===== config.mk =====
export PLATFORM = sky130hd
export DESIGN_NAME = run_controller_flat
export DESIGN_NICKNAME = d
export VERILOG_FILES = /design/src/rtl/run_controller_if.sv /design/src/rtl/run_controller.sv /design/src/flat_wrapper.sv
export SDC_FILE = /design/constraint.sdc
export NUM_CORES = 1
export LEC_CHECK = 0
export ABC_AREA = 1
export ABC_CLOCK_PERIOD_IN_PS = 2500
export CAP_MARGIN = 25
export CORE_MARGIN = 8
export CORE_UTILIZATION = 51
export CTS_CLUSTER_SIZE = 28
export DETAILED_ROUTE_END_ITERATION = 8
export DONT_BUFFER_PORTS = 1
export PLACE_DENSITY = 0.66
export SETUP_SLACK_MARGIN = 0.2
export SLEW_MARGIN = 20
export SYNTH_ARGS = -nofsm -noshare
export SYNTH_HDL_FRONTEND = slang
export SYNTH_SLANG_ARGS = --single-unit

===== constraint.sdc =====
create_clock -name clk -period 2.5 [get_ports clk]
set_input_delay 0.25 -clock clk [delete_from_list [all_inputs] [get_ports clk]]
set_output_delay 0.25 -clock clk [all_outputs]
set_load 0.05 [all_outputs]

===== src/rtl/run_controller_if.sv =====
// run_controller_if: program-load valid/ready stream from host to controller
interface run_controller_if #(parameter int XLEN = 32);
  logic load_valid;
  logic [XLEN-1:0] load_data;
  logic load_last;
  logic load_ready;
  modport master(output load_valid, load_data, load_last, input load_ready);
  modport slave(input load_valid, load_data, load_last, output load_ready);
endinterface


===== src/rtl/run_controller.sv =====
// run_controller: loads instruction memory, then gates datapath retirement (run/step/halt/watchdog)
module run_controller #(
  parameter int XLEN = 32,
  parameter int IMEM_DEPTH = 128,
  parameter int AW = $clog2(IMEM_DEPTH),
  parameter int CYCLE_W = 32,
  parameter int MAX_CYCLES = 0
) (
  input  logic clk,
  input  logic rst,
  run_controller_if.slave load,
  input  logic start,
  input  logic step,
  input  logic halt_req,
  input  logic clear,
  input  logic [XLEN-1:0] instr,
  output logic imem_we,
  output logic [AW-1:0] imem_waddr,
  output logic [XLEN-1:0] imem_wdata,
  output logic core_rst,
  output logic pc_en,
  output logic [2:0] state,
  output logic halted,
  output logic error,
  output logic [CYCLE_W-1:0] cycle_count
);
  typedef enum logic [2:0] {IDLE = 3'd0, LOAD = 3'd1, RUN = 3'd2, STEP = 3'd3, HALT = 3'd4} state_t;
  state_t st, st_n;
  logic loaded, loaded_n, error_n, beat, at_end, halt_instr, wd;
  logic [AW-1:0] ptr, ptr_n;
  logic [CYCLE_W-1:0] cnt_n;
  assign load.load_ready = st == IDLE || st == LOAD;
  assign core_rst = load.load_ready;
  assign state = st;
  assign halted = st == HALT;
  assign beat = load.load_valid && load.load_ready;
  assign at_end = ptr == AW'(IMEM_DEPTH - 1);
  assign halt_instr = instr == XLEN'(32'h00000073) || instr == XLEN'(32'h00100073);
  assign pc_en = (st == RUN || st == STEP) && !halt_instr;
  assign cnt_n = pc_en && !(&cycle_count) ? cycle_count + 1'b1 : cycle_count;
  // watchdog fires on the retiring cycle that brings the count to the limit
  assign wd = MAX_CYCLES != 0 && pc_en && cnt_n == CYCLE_W'(MAX_CYCLES);
  always_comb begin
    st_n = st;
    loaded_n = loaded;
    ptr_n = ptr;
    error_n = error;
    if (clear) begin
      st_n = IDLE;
      loaded_n = 1'b0;
      ptr_n = '0;
      error_n = 1'b0;
    end else if (beat) begin
      loaded_n = load.load_last;
      ptr_n = load.load_last || at_end ? '0 : ptr + 1'b1;
      st_n = load.load_last ? IDLE : at_end ? HALT : LOAD;
      error_n = error || (!load.load_last && at_end);
    end else begin
      case (st)
        IDLE: st_n = !loaded ? IDLE : start ? RUN : step ? STEP : IDLE;
        RUN: begin
          st_n = halt_instr || halt_req || wd ? HALT : RUN;
          error_n = error || wd;
        end
        STEP: st_n = HALT;
        HALT: st_n = error ? HALT : start ? RUN : step ? STEP : HALT;
        default: st_n = st;
      endcase
    end
  end
  always_ff @(posedge clk) begin
    if (rst) begin
      st <= IDLE;
      loaded <= 1'b0;
      ptr <= '0;
      error <= 1'b0;
      cycle_count <= '0;
      imem_we <= 1'b0;
      imem_waddr <= '0;
      imem_wdata <= '0;
    end else begin
      st <= st_n;
      loaded <= loaded_n;
      ptr <= ptr_n;
      error <= error_n;
      cycle_count <= clear ? '0 : cnt_n;
      imem_we <= beat && !clear;
      if (beat && !clear) begin
        imem_waddr <= ptr;
        imem_wdata <= load.load_data;
      end
    end
  end
endmodule

===== src/flat_wrapper.sv =====
// flat-port wrapper written by rule: the top's interface ports become plain ports
module run_controller_flat 
#(
  parameter int XLEN = 32,
  parameter int IMEM_DEPTH = 128,
  parameter int AW = $clog2(IMEM_DEPTH),
  parameter int CYCLE_W = 32,
  parameter int MAX_CYCLES = 0
)
  (clk, rst, start, step, halt_req, clear, instr, imem_we, imem_waddr, imem_wdata, core_rst, pc_en, state, halted, error, cycle_count, load_load_valid, load_load_data, load_load_last, load_load_ready);
  run_controller_if #(.XLEN(XLEN)) load_i ();
  input  logic clk;
  input  logic rst;
  input  logic start;
  input  logic step;
  input  logic halt_req;
  input  logic clear;
  input  logic [XLEN-1:0] instr;
  output logic imem_we;
  output logic [AW-1:0] imem_waddr;
  output logic [XLEN-1:0] imem_wdata;
  output logic core_rst;
  output logic pc_en;
  output logic [2:0] state;
  output logic halted;
  output logic error;
  output logic [CYCLE_W-1:0] cycle_count;
  input wire logic [$bits(load_i.load_valid)-1:0] load_load_valid;
  input wire logic [$bits(load_i.load_data)-1:0] load_load_data;
  input wire logic [$bits(load_i.load_last)-1:0] load_load_last;
  output wire logic [$bits(load_i.load_ready)-1:0] load_load_ready;
  assign load_i.load_valid = load_load_valid;
  assign load_i.load_data = load_load_data;
  assign load_i.load_last = load_load_last;
  assign load_load_ready = load_i.load_ready;
  run_controller #(.XLEN(XLEN), .IMEM_DEPTH(IMEM_DEPTH), .AW(AW), .CYCLE_W(CYCLE_W), .MAX_CYCLES(MAX_CYCLES)) u_core (.clk(clk), .rst(rst), .load(load_i), .start(start), .step(step), .halt_req(halt_req), .clear(clear), .instr(instr), .imem_we(imem_we), .imem_waddr(imem_waddr), .imem_wdata(imem_wdata), .core_rst(core_rst), .pc_en(pc_en), .state(state), .halted(halted), .error(error), .cycle_count(cycle_count));
endmodule

==> results.json, run 1 <==
{
  "status": "finished clean",
  "seq_area_frac_synth_pct": 37.1,
  "multi_input_area_sq_um": 2550,
  "synthCells": 662,
  "cp.arrival_ps": 2410,
  "pwr-share-seq_pct": 57.3,
  "htree_levels": 3,
  "synth-async-reset-ratio_pct": 0,
  "routed_wl_microns": 12600,
  "fillers": 869,
  "maxCapViolCount": 0,
  "place_congestion": 0.929,
  "layout_setup_ws_ps": 379,
  "period_minus_slack_ps": 2120,
  "synth_flop_cell": "dfxtp_1",
  "yosys.cell_types.count": 33,
  "die-area_sq_um": 12200,
  "min_to": "u_core.imem_wdata[22]$_SDFFE_PP0P_",
  "p_int_mw": 1.79,
  "via_per_inst": 5.46,
  "synth-seq-cells": 84,
  "syn_avg_cell_area_sq_um": 6.85,
  "grt_pass1_wl_microns": 19400,
  "slew_viol_final": 0,
  "worstReg2RegStart": "u_core.cycle_count[0]$_SDFFE_PP0P_",
  "tns_ps": 0,
  "synth_edf_count": 0,
  "clk_latency_ps": 350,
  "antennaDiodeCount": 0,
  "p_clk_share_pct": 37.0,
  "r2r_cells": 9,
  "crit_slowest_cell": "nand3_4",
  "cp-start-kind": "flip-flop",
  "setup-violations-final": 0,
  "hp-class": "in2reg",
  "rsz0062_at_grt": "no",
  "hold_viol": 0,
  "finalCritPeriodShare_pct": 84.8,
  "cp.required_ps": 2790,
  "chipWidth_microns": 110,
  "drive_above_1_share_pct": 18.5,
  "crit_type": "reg2reg",
  "critPathMaxFanout": 32,
  "combPwrFrac_pct": 5.7,
  "ant_nets": 0,
  "slew_headroom_pct": 62.8,
  "startpoint": "u_core.cycle_count[0]$_SDFFE_PP0P_",
  "dp_slack_ps": 422,
  "clock_skew_ps": 8.31,
  "synth_nets": 736,
  "die_h_microns": 110,
  "cts_buffers": 9,
  "min_from": "load_load_data[22]",
  "initial_core_util_pct": 52.2,
  "clkSinkCount": 84,
  "crit_path_end_kind": "flip-flop",
  "clockRootBuffer": "clkbuf_8",
  "nets": 761,
  "register_area_sq_um": 1680,
  "first_iter_violations": 242,
  "critPathBufInv": 0,
  "grt_pass1_vias": 4056,
  "num_rows": 34,
  "fmax_ghz": 0.472,
  "area_delta_synth_final_pct": 11.5,
  "numPortBuffers": 0,
  "clockBufferDepth": 2,
  "post_drt_wl_per_cell_microns": 15.7,
  "firstDrtPassIters": 5,
  "track_usage_pct": 19.8,
  "clk_pin_slew_ps": 100,
  "hold_depth": 2,
  "tightest_slew_ps": 557,
  "vdd_drop_max_v": 0.000407,
  "route.vias.total": 4367,
  "core_area_sq_um": 8680,
  "hpwl_microns": 9340,
  "grt_overflow": 0,
  "cts_tree": "yes",
  "p_switching_uw": 773,
  "crit_family": "simple AND/OR/NAND/NOR gates",
  "power_leakage_nw": 1.83,
  "power.density_nw_per_um2": 508,
  "ys.warnings.count": 0,
  "grt_start_max_net_pins": 44,
  "path_cells": "ha_1 > nand2_2 > nor2_4 > nand2_4 > nor2_4 > nand2_4 > nand3_4 > nand2_1 > a21oi_2",
  "syn_area_sq_um": 4530,
  "antenna_found_initial": 0,
  "io_pins": 152,
  "drc": 0,
  "r2r_end": "u_core.cycle_count[9]$_SDFFE_PP0P_",
  "r2r_setup_slack_ps": 380,
  "cp_slowest_stage_delay_ps": 460,
  "swShare_pct": 30.1
}
layout make-up:
| type | count | share of cell area [%] |
|---|---|---|
| multi-input combinational | 509 | 50.4 |
| sequential | 84 | 33.3 |
| timing repair buffer | 43 | 6.88 |
| inverter | 40 | 2.97 |
| tap | 108 | 2.67 |
| clock buffer | 9 | 2.45 |
| clock inverter | 7 | 1.36 |
power by group through the flow:
stage          Combinational (mW)  Clock, mW  Sequential (mW)
2_1_floorplan               0.115          0             1.50
3_3_place_gp                0.128          0             1.50
3_5_place_dp                0.132          0             1.50
4_1_cts                     0.145      0.980             1.47
5_1_grt                     0.162       1.03             1.48
6_report                    0.145      0.950             1.47
cells by family (layout without fill, tap and decap cells):
| family | Yosys count | count (layout) | share of synthesized area [%] |
|---|---|---|---|
| AO/OA/AOI/OAI | 90 | 90 | 12.7 |
| flip-flops | 84 | 84 | 37.1 |
| adder cells (fa/ha/maj) | 2 | 2 | 0.552 |
| AND/OR/NAND/NOR | 401 | 401 | 39.6 |
| buffers and inverters | 69 | 99 | 6.93 |
| XOR/XNOR | 16 | 16 | 3.09 |
layout by cell type, fill, tap and decap left out:
cell        count
clkinv_4        1
nand2_4         2
o22ai_1         1
inv_2           2
a21oi_4         1
nand2_1       194
nand4_1         1
xnor2_1         6
nand3_1        83
dfxtp_2         1
a31oi_1         2
clkbuf_8        9
ha_1            2
a21oi_1        48
nand2_2        22
nor3_1          1
nand3b_1       16
and2_1          1
xor2_1         10
o21ai_0         6
and3_1          1
buf_4          41
a21oi_2        30
nor2_2          7
nand3_4         1
clkinv_1        1
buf_12          2
a221oi_1        1
a211oi_1        1
nor2_4          2
clkinv_8        1
dfxtp_1        83
or2_2           1
clkinvlp_4      2
inv_8           1
inv_1          37
inv_6           2
nor2_1         69
flip-flops by register name, indices dropped and copies added (netlist names):
signal / flops
u_core.state: 3
u_core.cycle_count: 32
u_core.imem_we: 1
u_core.ptr: 7
u_core.error: 1
u_core.imem_wdata: 32
u_core.imem_waddr: 7
u_core.loaded: 1
worst max-delay path by stage:
stage,endpoint,slack (ps),cells after the start
3_3_place_gp,u_core.cycle_count[5]$_SDFFE_PP0P_,440,9
5_1_grt,u_core.cycle_count[5]$_SDFFE_PP0P_,210,9
6_report,u_core.cycle_count[9]$_SDFFE_PP0P_,380,9
3_5_place_dp,u_core.cycle_count[10]$_SDFFE_PP0P_,420,9
4_1_cts,pc_en,230,5
2_1_floorplan,u_core.cycle_count[18]$_SDFFE_PP0P_,330,10
synth_stat cells (6+ instances only):
cell type	n	area, sq um
buf_2	6	30.0
nand2_2	22	138
nand2_1	194	728
nand3_1	83	415
nor2_2	7	43.8
a21oi_1	48	240
xor2_1	10	87.6
nand3b_1	16	120
inv_1	38	143
o21ai_0	6	30.0
xnor2_1	6	52.6
a21oi_2	31	272
dfxtp_1	84	1680
nor2_1	69	259
clkbuf_1	18	67.6
timing repair:
action                     in CTS  in global routing
buffers inserted                0                  1
setup endpoints to repair       0                 14
hold buffers                    1                  0
hold endpoints to repair       39                  0
resized for setup               0                  1
through the flow:
| stage | hold WS [ps] | util (%) | total power [mW] | cell area, sq um | instances |
|---|---|---|---|---|---|
| floorplan | 412 | - | 1.61 | 4530 | 662 |
| global placement | 323 | 55.7 | 1.63 | 4830 | 782 |
| detailed placement | 325 | 55.7 | 1.64 | 4830 | 782 |
| CTS | 29.0 | 58.1 | 2.60 | 5050 | 799 |
| global route | 27.3 | 58.2 | 2.67 | 5050 | 800 |
| finish | 47.4 | 58.2 | 2.57 | 5050 | 800 |
metal layers:
layer	global-route usage, %	share of wire (%)	vias up
met5	0	0	-
li1	-	-	2185
met3	6.40	10	18
met2	32.1	47	154
met4	6.28	1.4	0
met1	24.2	42	2010
Note: power is estimated with default switching activity, not from simulation.
==> run 2: changes to the inputs <==
--- a/config.mk
+++ b/config.mk
@@ -6,14 +6,14 @@
 export NUM_CORES = 1
 export LEC_CHECK = 0
 export ABC_AREA = 1
-export ABC_CLOCK_PERIOD_IN_PS = 2500
+export ABC_CLOCK_PERIOD_IN_PS = 1800
 export CAP_MARGIN = 25
 export CORE_MARGIN = 8
 export CORE_UTILIZATION = 51
 export CTS_CLUSTER_SIZE = 28
 export DETAILED_ROUTE_END_ITERATION = 8
 export DONT_BUFFER_PORTS = 1
-export PLACE_DENSITY = 0.66
+export PLACE_DENSITY = 0.69
 export SETUP_SLACK_MARGIN = 0.2
 export SLEW_MARGIN = 20
 export SYNTH_ARGS = -nofsm -noshare
==> constraint.sdc (replaced) <==
create_clock -name clk -period 1.8 [get_ports clk]
set_input_delay 0.18 -clock clk [delete_from_list [all_inputs] [get_ports clk]]
set_output_delay 0.18 -clock clk [all_outputs]
set_load 0.05 [all_outputs]
==> results.json, run 2 (same netlist as run 1, synthesis figures left out) <==
{
  "die-area_sq_um": 12200,
  "clockBufferDepth": 2,
  "final_cell_mix": "nand2_1 (186), nand3_1 (83), buf_4 (66)",
  "grt_pass1_wl_microns": 21500,
  "cts_buffers": 9,
  "period_minus_slack_ps": 1550,
  "power_leakage_nw": 2.24,
  "crit_path_end_kind": "flip-flop",
  "numPortBuffers": 0,
  "initial_core_util_pct": 52.2,
  "cp.arrival_ps": 1840,
  "num_rows": 34,
  "area_delta_synth_final_pct": 31.4,
  "slew_viol_final": 0,
  "hpwl_microns": 9480,
  "cts_tree": "yes",
  "grt_overflow": 0,
  "total_power_mw": 3.58,
  "layout_setup_ws_ps": 252,
  "power.density_nw_per_um2": 601,
  "chipWidth_microns": 110,
  "via_per_inst": 5.40,
  "setup-violations-final": 0,
  "finalCritPeriodShare_pct": 86.0,
  "die_h_microns": 110,
  "grt_start_max_net_pins": 40,
  "critPathMaxFanout": 8,
  "cp.required_ps": 2090,
  "crit_type": "reg2reg",
  "firstDrtPassIters": 7,
  "ant_nets": 0,
  "route.vias.total": 4679,
  "fmax_ghz": 0.646,
  "layout_commonest_cell": "nand2_1",
  "htree_levels": 3,
  "utilization_pct": 68.7,
  "core_area_sq_um": 8680,
  "nets": 827,
  "hp-class": "in2reg",
  "reg.largest.list": "u_core.cycle_count (32), u_core.imem_wdata (32)",
  "rsz0062_at_grt": "yes",
  "clock_skew_ps": 9.58,
  "cp-start-kind": "flip-flop",
  "place_congestion": 0.981,
  "vdd_drop_max_v": 0.000374,
  "status": "finished clean",
  "antenna_found_initial": 0,
  "post_drt_wl_per_cell_microns": 16.0,
  "routed_wl_microns": 13900,
  "tightest_slew_ps": 535,
  "maxCapViolCount": 0,
  "dp_slack_ps": 145,
  "clkSinkCount": 84,
  "grt_pass1_vias": 4482,
  "track_usage_pct": 22.0,
  "slew_headroom_pct": 64.3,
  "tns_ps": 0,
  "clk_pin_slew_ps": 90,
  "first_iter_violations": 347,
  "clockRootBuffer": "clkbuf_8",
  "drive_above_1_share_pct": 29.0,
  "drc": 0,
  "hold_viol": 0,
  "clk_latency_ps": 360,
  "io_pins": 152
}
-- run 2: what timing repair did --
item,in CTS,in global routing
hold buffers,34,0
resized for setup,8,43
endpoints found under the setup margin,37,71
pin swaps,2,9
gates cloned,1,2
setup buffers,3,11
endpoints found under the hold margin,40,0
-- run 2: area by class of cell --
class                      count  area [sq um]
antenna                        1          2.50
clock inverter                 7          57.6
clock buffer                   9           124
tap                          108           135
fill                         752          2720
timing repair buffer         109          1040
inverter                      40           163
multi-input combinational    509          2680
sequential                    84          1760
-- run 2: layer usage --
layer | track usage (%) | part of all wire [%] | wire (microns) | vias to the layer above
met5 | 0 | 0 | 0 | -
met4 | 7.90 | 1.3 | 182 | 0
met3 | 4.77 | 8.9 | 1240 | 17
met2 | 35.1 | 47 | 6470 | 193
met1 | 28.6 | 43 | 6020 | 2138
li1 | - | - | - | 2331
-- run 2: worst paths after layout --
| check | slack (ps) | endpoint | from | cells past startpoint |
|---|---|---|---|---|
| worst max register to register | 250 | u_core.cycle_count[3]$_SDFFE_PP0P_ | u_core.cycle_count[9]$_SDFFE_PP0P_ | 9 |
| worst min register to register | 480 | u_core.imem_waddr[6]$_SDFFE_PP0P_ | u_core.imem_waddr[6]$_SDFFE_PP0P_ | 2 |
| worst max-delay path | 250 | u_core.cycle_count[3]$_SDFFE_PP0P_ | u_core.cycle_count[9]$_SDFFE_PP0P_ | 9 |
| worst min-delay path | 20 | u_core.state[0]$_SDFFE_PP0P_ | start | 3 |
-- run 2: power by group --
part           internal [mW]  switching [mW]
Sequential              1.87           0.148
Clock                  0.520           0.752
Combinational          0.127           0.165
-- run 2: critical path, stage by stage, from the launching register on --
cell and delay [ps]:
dfxtp_4 390, nand2_2 110, nor2_4 150, nand2_1 130, nor2_4 130, nand2_4 70, nand3_4 130, clkbuf_16 190
nand2_2 50, a21oi_2 110
-- run 2: through the flow --
stage	hold WS [ps]	std cells	instance area [sq um]
after floorplan	323	662	4640
after global placement	253	799	5090
after detailed placement	255	799	5090
after CTS	7.09	853	5700
after global routing	54.1	866	5960
final	24.7	867	5960
==> run 3: changes to the inputs <==
==> constraint.sdc (replaced) <==
create_clock -name clk -period 1.8 [get_ports clk]
set_input_delay 0.27 -clock clk [delete_from_list [all_inputs] [get_ports clk]]
set_output_delay 0.27 -clock clk [all_outputs]
set_load 0.05 [all_outputs]
==> results.json, run 3 (same netlist as run 1, synthesis figures left out) <==
{
  "dp_slack_ps": 81.4,
  "cp-start-kind": "flip-flop",
  "cp.arrival_ps": 1340,
  "status": "finished clean",
  "critPathMaxFanout": 5,
  "maxCapViolCount": 0,
  "r2r_setup_slack_ps": 200,
  "clk_latency_ps": 360,
  "grt_pass1_vias": 4233,
  "final_cell_mix": "nand2_1 (189), nand3_1 (73), nor2_1 (59)",
  "slew_headroom_pct": 60.4,
  "tns_ps": 0,
  "cts_tree": "yes",
  "fmax_ghz": 0.621,
  "min_from": "load_load_data[2]",
  "vdd_drop_max_v": 0.000428,
  "track_usage_pct": 21.6,
  "worstReg2RegStart": "u_core.cycle_count[1]$_SDFFE_PP0P_",
  "die-area_sq_um": 12200,
  "route.vias.total": 4548,
  "hold_viol": 0,
  "fillers": 792,
  "clockBufferDepth": 2,
  "crit_path_end": "core_rst",
  "cp.required_ps": 1530,
  "via_per_inst": 5.47,
  "setup-violations-final": 0,
  "ant_nets": 0,
  "place_congestion": 0.976,
  "design_area_sq_um": 5740,
  "numPortBuffers": 0,
  "hp-class": "in2reg",
  "reg.largest.list": "u_core.cycle_count (32), u_core.imem_wdata (32)",
  "tightest_slew_ps": 594,
  "area_delta_synth_final_pct": 26.7,
  "holdWs_ps": 61.8,
  "clock_skew_ps": 15.6,
  "rsz0062_at_grt": "yes",
  "io_pins": 152,
  "cts_buffers": 9,
  "finalCritPeriodShare_pct": 89.4,
  "layout.cells.non_filler": 832,
  "firstDrtPassIters": 5,
  "antennaDiodeCount": 0,
  "grt_pass1_wl_microns": 21000,
  "nets": 793,
  "layout_commonest_cell": "nand2_1",
  "post_drt_wl_per_cell_microns": 16.1,
  "crit_path_end_kind": "output port",
  "die_h_microns": 110,
  "initial_core_util_pct": 52.2,
  "grt_overflow": 0,
  "place_area_sq_um": 5100,
  "drc": 0,
  "chipWidth_microns": 110,
  "num_rows": 34,
  "slew_viol_final": 0,
  "r2r_cells": 11,
  "dp.cells": 799,
  "startpoint": "u_core.state[2]$_SDFFE_PP0P_",
  "htree_levels": 3,
  "routed_wl_microns": 13400,
  "core_area_sq_um": 8680,
  "layout_setup_ws_ps": 190,
  "drive_above_1_share_pct": 30.9,
  "period_minus_slack_ps": 1610,
  "antenna_found_initial": 0,
  "hpwl_microns": 9640,
  "crit_type": "reg2out",
  "power.density_nw_per_um2": 630,
  "first_iter_violations": 469,
  "clockRootBuffer": "clkbuf_8",
  "power_leakage_nw": 2.12,
  "r2r_end": "u_core.cycle_count[13]$_SDFFE_PP0P_",
  "grt_start_max_net_pins": 40,
  "clk_pin_slew_ps": 100,
  "clkSinkCount": 84
}
==> run 3: area by class of cell <==
cell class	count	area (sq um)	area share [%]
Multi-Input combinational cell	510	2750	47.9
Sequential cell	84	1740	30.3
Timing Repair Buffer	74	744	13.0
Inverter	40	181	3.16
Tap cell	108	135	2.35
Clock buffer	9	124	2.16
Clock inverter	7	65.1	1.13
==> run 3: worst min path at each step <==
stage / to / slack (ps) / cells past startpoint
after global placement: u_core.imem_waddr[1]$_SDFFE_PP0P_ / 340 / 1
after floorplan: u_core.loaded$_SDFFE_PP0P_ / 410 / 2
after CTS: u_core.loaded$_SDFFE_PP0P_ / 40 / 2
after detailed placement: u_core.imem_waddr[1]$_SDFFE_PP0P_ / 350 / 1
final: u_core.imem_wdata[2]$_SDFFE_PP0P_ / 60 / 2
after global routing: u_core.imem_wdata[2]$_SDFFE_PP0P_ / 50 / 2
==> run 3: stage by stage <==
stage	power [mW]	util [%]
after CTS	3.65	63.2
after global placement	2.27	58.4
after global routing	3.76	66.2
after detailed placement	2.28	58.8
after floorplan	2.24	-
final	3.62	66.2
==> run 3: power breakdown <==
group,internal [mW],switching (mW),total (mW)
clock network,0.542,0.803,1.34
registers,1.88,0.148,2.03
logic,0.0897,0.157,0.246
==> run 3: worst max-delay path, cell delays in order (launching register included) <==
cell and delay, ps:
dfxtp_4 370, buf_12 150, nor2_4 190, buf_6 260
==> run 3: repair_timing <==
item	CTS	global route
gates resized for setup	18	53
endpoints found under the setup margin	80	80
endpoints found under the hold margin	39	0
gates cloned	3	0
buffers inserted	7	6
hold buffers	1	0
pin swaps	4	7
==> run 3: routing by layer <==
metal,global-route usage [%],wire [microns],vias to the layer above
met3,4.83,1330,14
li1,-,-,2263
met4,6.85,167,0
met2,32.8,6040,181
met5,0,0,-
met1,29.8,5890,2090
